==> config.mk <==
export PLATFORM = sky130hd
export DESIGN_NAME = mem_mem_log_flat
export DESIGN_NICKNAME = d
export VERILOG_FILES = /design/src/rtl/mem_mem_log_pkg.sv /design/src/rtl/mem_mem_log_if.sv /design/src/rtl/mem_mem_log_fifo.sv /design/src/rtl/mem_mem_log.sv /design/src/flat_wrapper.sv
export SDC_FILE = /design/constraint.sdc
export NUM_CORES = 1
export LEC_CHECK = 0
export BUFFER_PORTS_ARGS = -buffer_cell sky130_fd_sc_hd__buf_2
export CORE_ASPECT_RATIO = 2
export CORE_MARGIN = 2
export CORE_UTILIZATION = 55
export CTS_CLUSTER_SIZE = 40
export DETAILED_ROUTE_END_ITERATION = 12
export PLACE_DENSITY = 0.76
export SLEW_MARGIN = 20
export SYNTH_ARGS = -nofsm -noshare
export SYNTH_HDL_FRONTEND = slang
export SYNTH_SLANG_ARGS = --single-unit
==> constraint.sdc <==
create_clock -name i_clk -period 5.5 [get_ports i_clk]
set_input_delay 1.1 -clock i_clk [delete_from_list [all_inputs] [get_ports i_clk]]
set_output_delay 1.1 -clock i_clk [all_outputs]
set_load 0.1 [all_outputs]
==> src/rtl/mem_mem_log_pkg.sv <==
// mem_pkg: shared types for the MEM-stage trace logger.
//   mem_ctrl_t   - data-memory control bundle (memRead, memWrite, size, sign)
//   log_entry_t  - one trace-buffer entry as stored in the circular buffer
//   SZ_*/KIND_*  - size and entry-kind encodings
//   is_misaligned - alignment rule for a given size/address pair
package mem_pkg;

  localparam logic [1:0] SZ_BYTE = 2'b00;
  localparam logic [1:0] SZ_HALF = 2'b01;
  localparam logic [1:0] SZ_WORD = 2'b10;

  localparam logic [1:0] KIND_RD = 2'b01;
  localparam logic [1:0] KIND_WR = 2'b10;
  localparam logic [1:0] KIND_RW = 2'b11;

  typedef struct packed {
    logic       memRead;
    logic       memWrite;
    logic [1:0] size;
    logic       sign;    // 1 = unsigned
  } mem_ctrl_t;

  typedef struct packed {
    logic [1:0]  kind;
    logic [1:0]  size;
    logic        sign;
    logic        misaligned;
    logic [31:0] addr;
    logic [31:0] data;
  } log_entry_t;

  // Size 00 and the reserved 11 encoding can never be misaligned.
  function automatic logic is_misaligned(input logic [1:0] size, input logic [31:0] addr);
    logic mis;
    mis = 1'b0;
    if (size == SZ_HALF) mis = addr[0];
    else if (size == SZ_WORD) mis = (addr[1:0] != 2'b00);
    return mis;
  endfunction

endpackage

==> src/rtl/mem_mem_log_if.sv <==
// mem_mem_log_if: snoop bus and trace read port of the MEM-stage logger.
//   master modport - environment side: drives the snooped buses and i_pop,
//                    observes head/status/counter outputs.
//   slave modport  - logger side.
// DEPTH sizes o_count; CNT_W sizes the statistics counters.
interface mem_mem_log_if #(
  parameter int DEPTH = 16,
  parameter int CNT_W = 32
);
  import mem_pkg::*;

  localparam int CW = $clog2(DEPTH) + 1;

  logic [31:0]      i_memAddr;
  logic [31:0]      i_writeData;
  mem_ctrl_t        i_ctrlMEM;
  logic [31:0]      i_readData;
  logic             i_pop;
  logic             o_valid;
  logic [1:0]       o_kind;
  logic [1:0]       o_size;
  logic             o_sign;
  logic             o_misaligned;
  logic [31:0]      o_addr;
  logic [31:0]      o_data;
  logic [CW-1:0]    o_count;
  logic             o_overflow;
  logic [CNT_W-1:0] o_readCount;
  logic [CNT_W-1:0] o_writeCount;
  logic [CNT_W-1:0] o_misalignCount;

  modport master (
    output i_memAddr, i_writeData, i_ctrlMEM, i_readData, i_pop,
    input  o_valid, o_kind, o_size, o_sign, o_misaligned, o_addr, o_data,
           o_count, o_overflow, o_readCount, o_writeCount, o_misalignCount
  );

  modport slave (
    input  i_memAddr, i_writeData, i_ctrlMEM, i_readData, i_pop,
    output o_valid, o_kind, o_size, o_sign, o_misaligned, o_addr, o_data,
           o_count, o_overflow, o_readCount, o_writeCount, o_misalignCount
  );

endinterface

==> src/rtl/mem_mem_log_fifo.sv <==
// mem_log_fifo: circular buffer with overwrite-on-full.
//   i_clk, i_reset_n - clock, synchronous active-low reset (control only)
//   i_push, i_data   - write one W-bit entry
//   i_pop            - consume the oldest entry (ignored when empty)
//   o_data, o_valid  - oldest entry (zero while empty), non-empty flag
//   o_count          - entries held, 0..DEPTH
//   o_overflow       - sticky: an entry was overwritten
module mem_log_fifo #(
  parameter int DEPTH = 16,
  parameter int W     = 8
) (
  input  logic                   i_clk,
  input  logic                   i_reset_n,
  input  logic                   i_push,
  input  logic                   i_pop,
  input  logic [W-1:0]           i_data,
  output logic [W-1:0]           o_data,
  output logic                   o_valid,
  output logic [$clog2(DEPTH):0] o_count,
  output logic                   o_overflow
);

  localparam int AW = $clog2(DEPTH);
  localparam int CW = AW + 1;

  logic [W-1:0]  mem_q [DEPTH];
  logic [AW-1:0] wr_q, wr_d, rd_q, rd_d;
  logic [CW-1:0] cnt_q, cnt_d;
  logic          ovf_q, ovf_d;
  logic          empty, full, pop_eff;

  assign empty   = (cnt_q == '0);
  assign full    = (cnt_q == CW'(DEPTH));
  assign pop_eff = i_pop && !empty;

  always_comb begin
    wr_d  = wr_q;
    rd_d  = rd_q;
    cnt_d = cnt_q;
    ovf_d = ovf_q;
    if (i_push) wr_d = wr_q + AW'(1);
    // Full and not popping: the oldest slot is about to be overwritten
    // (wr == rd), so the read pointer must step past it.
    if (i_push && full && !pop_eff) begin
      rd_d  = rd_q + AW'(1);
      ovf_d = 1'b1;
    end else if (pop_eff) begin
      rd_d = rd_q + AW'(1);
    end
    if (i_push && !pop_eff && !full) cnt_d = cnt_q + CW'(1);
    else if (!i_push && pop_eff)     cnt_d = cnt_q - CW'(1);
  end

  always_ff @(posedge i_clk) begin
    if (!i_reset_n) begin
      wr_q  <= '0;
      rd_q  <= '0;
      cnt_q <= '0;
      ovf_q <= 1'b0;
    end else begin
      wr_q  <= wr_d;
      rd_q  <= rd_d;
      cnt_q <= cnt_d;
      ovf_q <= ovf_d;
    end
  end

  // Storage carries no reset; o_valid gates what is visible.
  always_ff @(posedge i_clk) begin
    if (i_reset_n && i_push) mem_q[wr_q] <= i_data;
  end

  assign o_valid    = !empty;
  assign o_data     = empty ? '0 : mem_q[rd_q];
  assign o_count    = cnt_q;
  assign o_overflow = ovf_q;

endmodule

==> src/rtl/mem_mem_log.sv <==
// mem_mem_log: MEM-stage data-memory trace logger (observes only).
//   i_clk, i_reset_n - clock, synchronous active-low reset
//   bus (slave)      - snooped address/write-data/control/read-data, i_pop,
//                      head entry fields, o_count, o_overflow, counters
// Every cycle with memRead|memWrite captures one entry into a DEPTH-deep
// circular buffer (oldest overwritten when full). Read/write/misalignment
// counters wrap at 2^CNT_W.
// Optional: define MEMLOG_DISPLAY_EN for simulation-only capture/overflow
// messages.
module mem_mem_log
  import mem_pkg::*;
#(
  parameter int DEPTH = 16,
  parameter int CNT_W = 32
) (
  input logic          i_clk,
  input logic          i_reset_n,
  mem_mem_log_if.slave bus
);

  localparam int CW = $clog2(DEPTH) + 1;

  mem_ctrl_t        ctrl;
  logic             capture;
  log_entry_t       entry_d, head;
  logic [CW-1:0]    count;
  logic             valid, overflow;
  logic [CNT_W-1:0] rd_cnt_q, wr_cnt_q, mis_cnt_q;

  assign ctrl    = bus.i_ctrlMEM;
  assign capture = ctrl.memRead | ctrl.memWrite;

  always_comb begin
    entry_d            = '0;
    entry_d.kind       = {ctrl.memWrite, ctrl.memRead};
    entry_d.size       = ctrl.size;
    entry_d.sign       = ctrl.sign;
    entry_d.misaligned = is_misaligned(ctrl.size, bus.i_memAddr);
    entry_d.addr       = bus.i_memAddr;
    entry_d.data       = ctrl.memWrite ? bus.i_writeData : bus.i_readData;
  end

  mem_log_fifo #(
    .DEPTH(DEPTH),
    .W    ($bits(log_entry_t))
  ) u_fifo (
    .i_clk     (i_clk),
    .i_reset_n (i_reset_n),
    .i_push    (capture),
    .i_pop     (bus.i_pop),
    .i_data    (entry_d),
    .o_data    (head),
    .o_valid   (valid),
    .o_count   (count),
    .o_overflow(overflow)
  );

  always_ff @(posedge i_clk) begin
    if (!i_reset_n) begin
      rd_cnt_q  <= '0;
      wr_cnt_q  <= '0;
      mis_cnt_q <= '0;
    end else begin
      if (ctrl.memRead)  rd_cnt_q <= rd_cnt_q + CNT_W'(1);
      if (ctrl.memWrite) wr_cnt_q <= wr_cnt_q + CNT_W'(1);
      if (capture && entry_d.misaligned) mis_cnt_q <= mis_cnt_q + CNT_W'(1);
    end
  end

  assign bus.o_valid         = valid;
  assign bus.o_kind          = head.kind;
  assign bus.o_size          = head.size;
  assign bus.o_sign          = head.sign;
  assign bus.o_misaligned    = head.misaligned;
  assign bus.o_addr          = head.addr;
  assign bus.o_data          = head.data;
  assign bus.o_count         = count;
  assign bus.o_overflow      = overflow;
  assign bus.o_readCount     = rd_cnt_q;
  assign bus.o_writeCount    = wr_cnt_q;
  assign bus.o_misalignCount = mis_cnt_q;

`ifdef MEMLOG_DISPLAY_EN
  logic ovf_seen_q;

  always_ff @(posedge i_clk) begin
    if (!i_reset_n) begin
      ovf_seen_q <= 1'b0;
    end else begin
      if (capture)
        $display("[memlog] t=%0t %s size=%0d sign=%0d addr=%h data=%h", $time,
                 (entry_d.kind == KIND_RW) ? "BOTH" :
                 (entry_d.kind == KIND_WR) ? "STORE" : "LOAD",
                 entry_d.size, entry_d.sign, entry_d.addr, entry_d.data);
      if (overflow && !ovf_seen_q) begin
        $display("[memlog] t=%0t trace buffer overflow", $time);
        ovf_seen_q <= 1'b1;
      end
    end
  end
`endif

endmodule

==> src/flat_wrapper.sv <==
// flat-port wrapper written by rule: the top's interface ports become plain ports
module mem_mem_log_flat import mem_pkg::*;
#(
  parameter int DEPTH = 16,
  parameter int CNT_W = 32
)
  (i_clk, i_reset_n, bus_i_memAddr, bus_i_writeData, bus_i_ctrlMEM, bus_i_readData, bus_i_pop, bus_o_valid, bus_o_kind, bus_o_size, bus_o_sign, bus_o_misaligned, bus_o_addr, bus_o_data, bus_o_count, bus_o_overflow, bus_o_readCount, bus_o_writeCount, bus_o_misalignCount);
  mem_mem_log_if #(.DEPTH(DEPTH), .CNT_W(CNT_W)) bus_i ();
  input logic i_clk;
  input logic i_reset_n;
  input wire logic [$bits(bus_i.i_memAddr)-1:0] bus_i_memAddr;
  input wire logic [$bits(bus_i.i_writeData)-1:0] bus_i_writeData;
  input wire logic [$bits(bus_i.i_ctrlMEM)-1:0] bus_i_ctrlMEM;
  input wire logic [$bits(bus_i.i_readData)-1:0] bus_i_readData;
  input wire logic [$bits(bus_i.i_pop)-1:0] bus_i_pop;
  output wire logic [$bits(bus_i.o_valid)-1:0] bus_o_valid;
  output wire logic [$bits(bus_i.o_kind)-1:0] bus_o_kind;
  output wire logic [$bits(bus_i.o_size)-1:0] bus_o_size;
  output wire logic [$bits(bus_i.o_sign)-1:0] bus_o_sign;
  output wire logic [$bits(bus_i.o_misaligned)-1:0] bus_o_misaligned;
  output wire logic [$bits(bus_i.o_addr)-1:0] bus_o_addr;
  output wire logic [$bits(bus_i.o_data)-1:0] bus_o_data;
  output wire logic [$bits(bus_i.o_count)-1:0] bus_o_count;
  output wire logic [$bits(bus_i.o_overflow)-1:0] bus_o_overflow;
  output wire logic [$bits(bus_i.o_readCount)-1:0] bus_o_readCount;
  output wire logic [$bits(bus_i.o_writeCount)-1:0] bus_o_writeCount;
  output wire logic [$bits(bus_i.o_misalignCount)-1:0] bus_o_misalignCount;
  assign bus_i.i_memAddr = bus_i_memAddr;
  assign bus_i.i_writeData = bus_i_writeData;
  assign bus_i.i_ctrlMEM = bus_i_ctrlMEM;
  assign bus_i.i_readData = bus_i_readData;
  assign bus_i.i_pop = bus_i_pop;
  assign bus_o_valid = bus_i.o_valid;
  assign bus_o_kind = bus_i.o_kind;
  assign bus_o_size = bus_i.o_size;
  assign bus_o_sign = bus_i.o_sign;
  assign bus_o_misaligned = bus_i.o_misaligned;
  assign bus_o_addr = bus_i.o_addr;
  assign bus_o_data = bus_i.o_data;
  assign bus_o_count = bus_i.o_count;
  assign bus_o_overflow = bus_i.o_overflow;
  assign bus_o_readCount = bus_i.o_readCount;
  assign bus_o_writeCount = bus_i.o_writeCount;
  assign bus_o_misalignCount = bus_i.o_misalignCount;
  mem_mem_log #(.DEPTH(DEPTH), .CNT_W(CNT_W)) u_core (.i_clk(i_clk), .i_reset_n(i_reset_n), .bus(bus_i));
endmodule
=== Word-level counts from Yosys, hierarchy flattened ===
Memory sizes are Yosys's and may differ from the RTL's. A register that Yosys moved wholly into a read port is not among the register bits.
Cells that the tools add are included.

* Bits of input ports: 104
* ROM bits: 0
* Memories: 1
* Word-level logic and storage cells: 47
* Output and inout port bits: 173
* Flip-flop bits (word level): 110
* Latch bits: 0
* Memory bits (writable): 1120

{| class="wikitable"
|+ Memories
! memory !! words !! width !! rd ports !! clocked after Yosys merged registers in !! write ports !! line !! source
|-
| u_core.u_fifo.mem_q || 16 || 70 || 1 || 1 || 1 || mem_mem_log_fifo.sv:26 || <nowiki>logic [W-1:0] mem_q [DEPTH];</nowiki>
|}

* Bitwise gates (word level): 1
* Shifts and indexed selects: 0
* Mux-type cells: 12
* $lt $le $gt $ge: 0
* $mul: 0
* Div/mod/pow operators: 0
* Reductions and logical operators: 16
* $add $sub $neg: 7
* Eq/ne operators: 3

{| class="wikitable"
|+ Operators with widths
! operator !! count
|-
| $add 32x1->32 const B || 3
|-
| $mux 70 || 1
|-
| $mux 32 || 1
|-
| $mux 4 || 4
|-
| $mux 5 || 2
|-
| $add 4x1->4 const B || 2
|-
| $logic_and 1x1->1 || 8
|-
| $reduce_bool 2->1 || 3
|-
| $add 5x1->5 const B || 1
|-
| $eq 5x5->1 const B || 1
|-
| $logic_not 5->1 || 1
|-
| $sub 5x1->5 const B || 1
|-
| $logic_not 1->1 || 4
|-
| $mux 1 || 4
|-
| $eq 2x1->1 const B || 1
|-
| $eq 2x2->1 const B || 1
|-
| $or 1x1->1 || 1
|}

=== Logic depth before layout (Yosys ltp) ===
* Depth in word-level cells: 8
* Mapped depth: 10
* Mapped depth without buffers: 8

=== Cells and area by module ===
Synthesis repeated with hierarchy kept, for this count alone.

* Cell total of the unflattened synthesis: 2517
* Area, all modules: 49124.6 um^2

{| class="wikitable"
|+ Modules (own cells, without submodules)
! module !! instances !! cells an instance !! seq. area each (um^2) !! area an instance (um^2)
|-
| mem_log_fifo || 1 || 1920 || 33992.6 || 44019.7
|-
| mem_mem_log || 1 || 597 || 1921.8 || 5104.9
|}

=== Least setup slack after synthesis ===
Ideal clock, no wire load.

* Path kind: input to register
* From: input i_reset_n
* To: memory u_core.u_fifo.mem_q[5][0] (netlist bit), enable pin
* Setup time: 0.499 ns
* Slack: 0.202 ns
* Data required time: 5.001 ns
* Buffers on the path: 2
* Arrival time: 4.799 ns
* Cell stages on the path: 4
* Cell sequence: clkbuf_1 -> clkbuf_1 -> nand3b_1 -> nor2_1

* Cells in the longest elaborated chain, start to end: 3

{| class="wikitable"
|+ RTL lines
! item !! line !! source
|-
| start: declaration || flat_wrapper.sv:10 || <nowiki>input logic i_reset_n;</nowiki>
|-
| $logic_and 1x1->1 || mem_mem_log_fifo.sv:70 || <nowiki>if (i_reset_n && i_push) mem_q[wr_q] <= i_data;</nowiki>
|-
| $mux 1 || mem_mem_log_fifo.sv:70 ||
|-
| $mux 1 (not written as such) || mem_mem_log_fifo.sv:70 ||
|-
| end: declaration || mem_mem_log_fifo.sv:26 ||
|}

No other way between the ends.

=== Worst setup path after layout ===
* From: register u_core.u_fifo.cnt_q[0], in the netlist u_core.u_fifo.o_count[0]
* To: output bus_o_addr[0]

* Cells in the longest elaborated chain, start to end: 2

{| class="wikitable"
|+ RTL lines
! item !! line !! source
|-
| start: declaration || mem_mem_log_fifo.sv:28 || <nowiki>logic [CW-1:0] cnt_q, cnt_d;</nowiki>
|-
| start signal: assignment || mem_mem_log_fifo.sv:63 || <nowiki>cnt_q <= cnt_d;</nowiki>
|-
| $logic_not 5->1 || mem_mem_log_fifo.sv:32 || <nowiki>assign empty = (cnt_q == '0);</nowiki>
|-
| $mux 70 || mem_mem_log_fifo.sv:74 || <nowiki>assign o_data = empty ? '0 : mem_q[rd_q];</nowiki>
|-
| end: declaration || flat_wrapper.sv:21 || <nowiki>output wire logic [$bits(bus_i.o_addr)-1:0] bus_o_addr;</nowiki>
|}

No other way between the ends.

==> results.py <==
metrics = {
    "worst_setup_path": {
        "crit_path_max_fanout": 62,
        "critPathCaptureType": "output port",
        "cpMaxStageDelayCell": "nand2_4",
        "cp_cell_sequence": "or4_1 -> nor2_2 -> inv_1 -> nand2_4 -> o22ai_1 -> buf_2",
        "crit_family": "simple AND/OR/NAND/NOR gates",
        "worstPathArrival_ns": 3.83,
        "start_kind": "flip-flop",
        "crit_buf_inv": 2,
        "crit_required_ns": 4.40,
        "crit_type": "reg2out",
        "max_stage_delay_ns": 0.80,
    },
    "global_route": {
        "grt.met2_usage_pct": 42.1,
        "track_usage_pct": 24.9,
        "grtUsageMet3_pct": 3.80,
        "grt_pass1_wl_mm": 170,
        "grt_pass1_vias": 26800,
        "antenna_found_initial": 5,
        "grt.overflow.total": 0,
        "grt_max_degree": 102,
        "grt_busiest_layer": "met2",
        "met1_usage_pct": 33.5,
    },
    "sta": {
        "setup_viol": 0,
        "slew_headroom_pct": 27.0,
        "rsz0062_at_grt": "no",
        "fmax_mhz": 203,
        "tns_ns": 0,
        "post-route-period-util_pct": 89.7,
        "slew_violations": 0,
        "skew_ns": 0.0294,
        "period_needed_ns": 4.93,
        "max_slew.worst_pin.slew_ns": 1.10,
        "hold_viol": 0,
    },
    "cells_and_area": {
        "seq_area_sq_um": 35900,
        "fillCellCount": 6085,
        "fin_area_sq_um": 55900,
        "syn_to_final_growth_pct": 13.8,
        "multi_input_area_sq_um": 12600,
        "final_util_pct": 62.9,
        "diodes": 0,
        "drive_gt1_share_pct": 30.7,
        "nNetsFinal": 2993,
    },
    "floorplan": {
        "fp.dieArea_sq_um": 91800,
        "die_h_microns": 427,
        "core_sq_um": 88800,
        "die_w_microns": 215,
        "row_count": 155,
        "io_pins": 277,
        "initial_core_util_pct": 55.3,
    },
    "route": {
        "drtIter0Drc": 2964,
        "drtAntennaViolNets": 0,
        "routed_via_density": 6.42,
        "wl_mm": 114,
        "first_pass_iters": 7,
        "vias": 26600,
        "route.detailed.drc": 0,
        "wl_per_cell_microns": 27.5,
    },
    "yosys": {
        "synth.distinct_cells": 55,
        "ys_warn_count": 0,
        "synth-xor-area-share_pct": 0.553,
        "yosys.area.top_type": "edfxtp_1",
        "yosys-top-cells-area": "edfxtp_1 (69%), mux4_2 (10%), dfxtp_1 (4.6%)",
        "synth-seq-cells": 1234,
        "syn_area_sq_um": 49100,
        "synth_compound_area_share_pct": 4.17,
        "synth_fa_ha_area_share_pct": 0.321,
        "synthFlopType": "edfxtp_1",
        "synth_mux_area_share_pct": 16.8,
        "synth-seq-area-share_pct": 73.2,
        "synth_cells": 2583,
        "synth_top_area_share_pct": 68.5,
        "syn_area_per_cell_sq_um": 19.0,
        "syn_nets": 2699,
        "yosys.area_share.simple_pct": 3.64,
        "async_reset_ff_share_pct": 0,
        "synth_top_family_by_area": "multiplexers",
        "synth_edf_count": 1120,
    },
    "clock_network": {
        "tritoncts": "yes",
        "clkTransAtPathRegs_ns": 0.07,
        "h-tree-depth": 3,
        "ctsHoldBuffers": 0,
        "post_cts_resized": 0,
        "post_cts_buffers": 0,
        "clock_latency_ns": 0.72,
        "clkSinkCount": 1234,
        "cts_made_buffers": 103,
        "clockRootBuffer": "clkbuf_16",
        "clk_path_buf_depth": 3,
    },
    "min_path": {
        "hold_class": "reg2reg",
    },
    "outcome": {
        "status": "finished, final reports clean",
    },
    "pwr": {
        "leakagePower_nw": 17.6,
        "max-vdd-ir-drop_mv": 0.954,
        "power_density_nw_per_um2": 470,
    },
    "run": {
        "drv_cap": 0,
    },
    "place": {
        "portBuffers": 276,
        "hpwl_mm": 63.0,
        "postPlaceCellArea_sq_um": 52300,
        "gp_congestion": 0.792,
    },
}
==> registers in the layout, indices dropped and copies added, names as in the netlist, named ones only <==
| name | cells |
|---|---|
| u_core.u_fifo.wr_q | 4 |
| u_core.bus.o_misalignCount | 32 |
| u_core.u_fifo.mem_q | 1120 |
| u_core.u_fifo.rd_q | 4 |
| u_core.u_fifo.o_overflow | 1 |
| u_core.bus.o_readCount | 32 |
| u_core.u_fifo.o_count | 5 |
| u_core.bus.o_writeCount | 32 |
==> power by group <==
group | total [mW] | internal (mW) | switching (mW) | leakage (nW)
clock | 7.67 | 4.35 | 3.32 | 1.74
combinational | 8.02 | 2.37 | 5.65 | 4.86
sequential | 10.6 | 10.4 | 0.161 | 11.0
total | 26.3 | 17.1 | 9.13 | 17.6
==> cells in the mapped netlist (18+ instances only) <==
library cell,count
edfxtp_1,1120
mux4_2,227
mux2_2,151
mux2i_1,141
dfxtp_1,114
clkbuf_1,91
o22ai_1,62
nand2_1,59
a21oi_1,57
nor2_1,54
buf_2,42
a211oi_1,39
nand3_1,39
o221ai_1,37
nand2b_1,28
nand4_1,26
or4_1,25
o31ai_1,22
nor4_1,20
o21ai_0,20
and4_1,18
or3_1,18
==> final cells by class <==
cell class | instances | share of cell area (%)
Clock inverter | 58 | 1.29
Tap cell | 1177 | 2.64
Inverter | 18 | 0.121
Multi-Input combinational cell | 1181 | 22.6
Clock buffer | 129 | 5.05
Sequential cell | 1234 | 64.3
Timing Repair Buffer | 339 | 3.95
==> path summary, 6_finish.rpt <==
check                                   startpoint                                     to  slack (ns)  cells past startpoint
max reg2reg  u_core.u_fifo.o_count[0]$_SDFFE_PN0P_  u_core.u_fifo.o_count[4]$_SDFFE_PN0P_        2.55                      8
min          u_core.u_fifo.o_overflow$_SDFFE_PN0P_  u_core.u_fifo.o_overflow$_SDFFE_PN0P_        0.46                      2
min reg2reg  u_core.u_fifo.o_overflow$_SDFFE_PN0P_  u_core.u_fifo.o_overflow$_SDFFE_PN0P_        0.46                      2
max          u_core.u_fifo.o_count[0]$_SDFFE_PN0P_                          bus_o_addr[0]        0.57                      6
==> layout by cell type (no fill, tap or decap), types with 26 or more instances in the layout <==
master / count
a211oi_1: 39
a21oi_1: 56
buf_12: 28
buf_2: 276
buf_4: 35
clkbuf_16: 107
dfxtp_1: 111
edfxtp_1: 1120
mux2_2: 151
mux2i_1: 141
mux4_2: 227
nand2_1: 56
nand2b_1: 28
nand3_1: 39
nand4_1: 26
nor2_1: 38
o221ai_1: 37
o22ai_1: 62
==> through the flow <==
step / power (mW) / instances / hold WS, ns / worst slack [ns]
after detailed placement: 18.8 / 3949 / 0.453 / 1.32
after global routing: 27.1 / 4136 / 0.519 / 0.459
after CTS: 26.4 / 4136 / 0.468 / 0.545
after global placement: 18.7 / 3949 / 0.447 / 1.43
after floorplan: 17.1 / 2583 / 0.453 / 0.202
final: 26.3 / 4136 / 0.462 / 0.568
==> tightest hold or removal path, delay by kind of cell (launching register included) <==
| family | cells | cell delay (ns) |
|---|---|---|
| flops | 1 | 0.32 |
| simple gates | 1 | 0.07 |
| compound gates | 1 | 0.04 |
==> logic make-up after synthesis <==
group / count (synthesis)
flops: 1234
mux: 519
simple gates: 325
compound gates: 294
buf+inv: 168
xor+xnor: 31
fa+ha+maj: 12
==> layer usage <==
| layer | up-vias | routed length [microns] |
|---|---|---|
| li1 | 11300 | - |
| met5 | - | 40 |
| met1 | 13800 | 43900 |
| met2 | 1269 | 57600 |
| met3 | 214 | 8940 |
| met4 | 8 | 3150 |
Note: power is estimated with default switching activity, not from simulation.
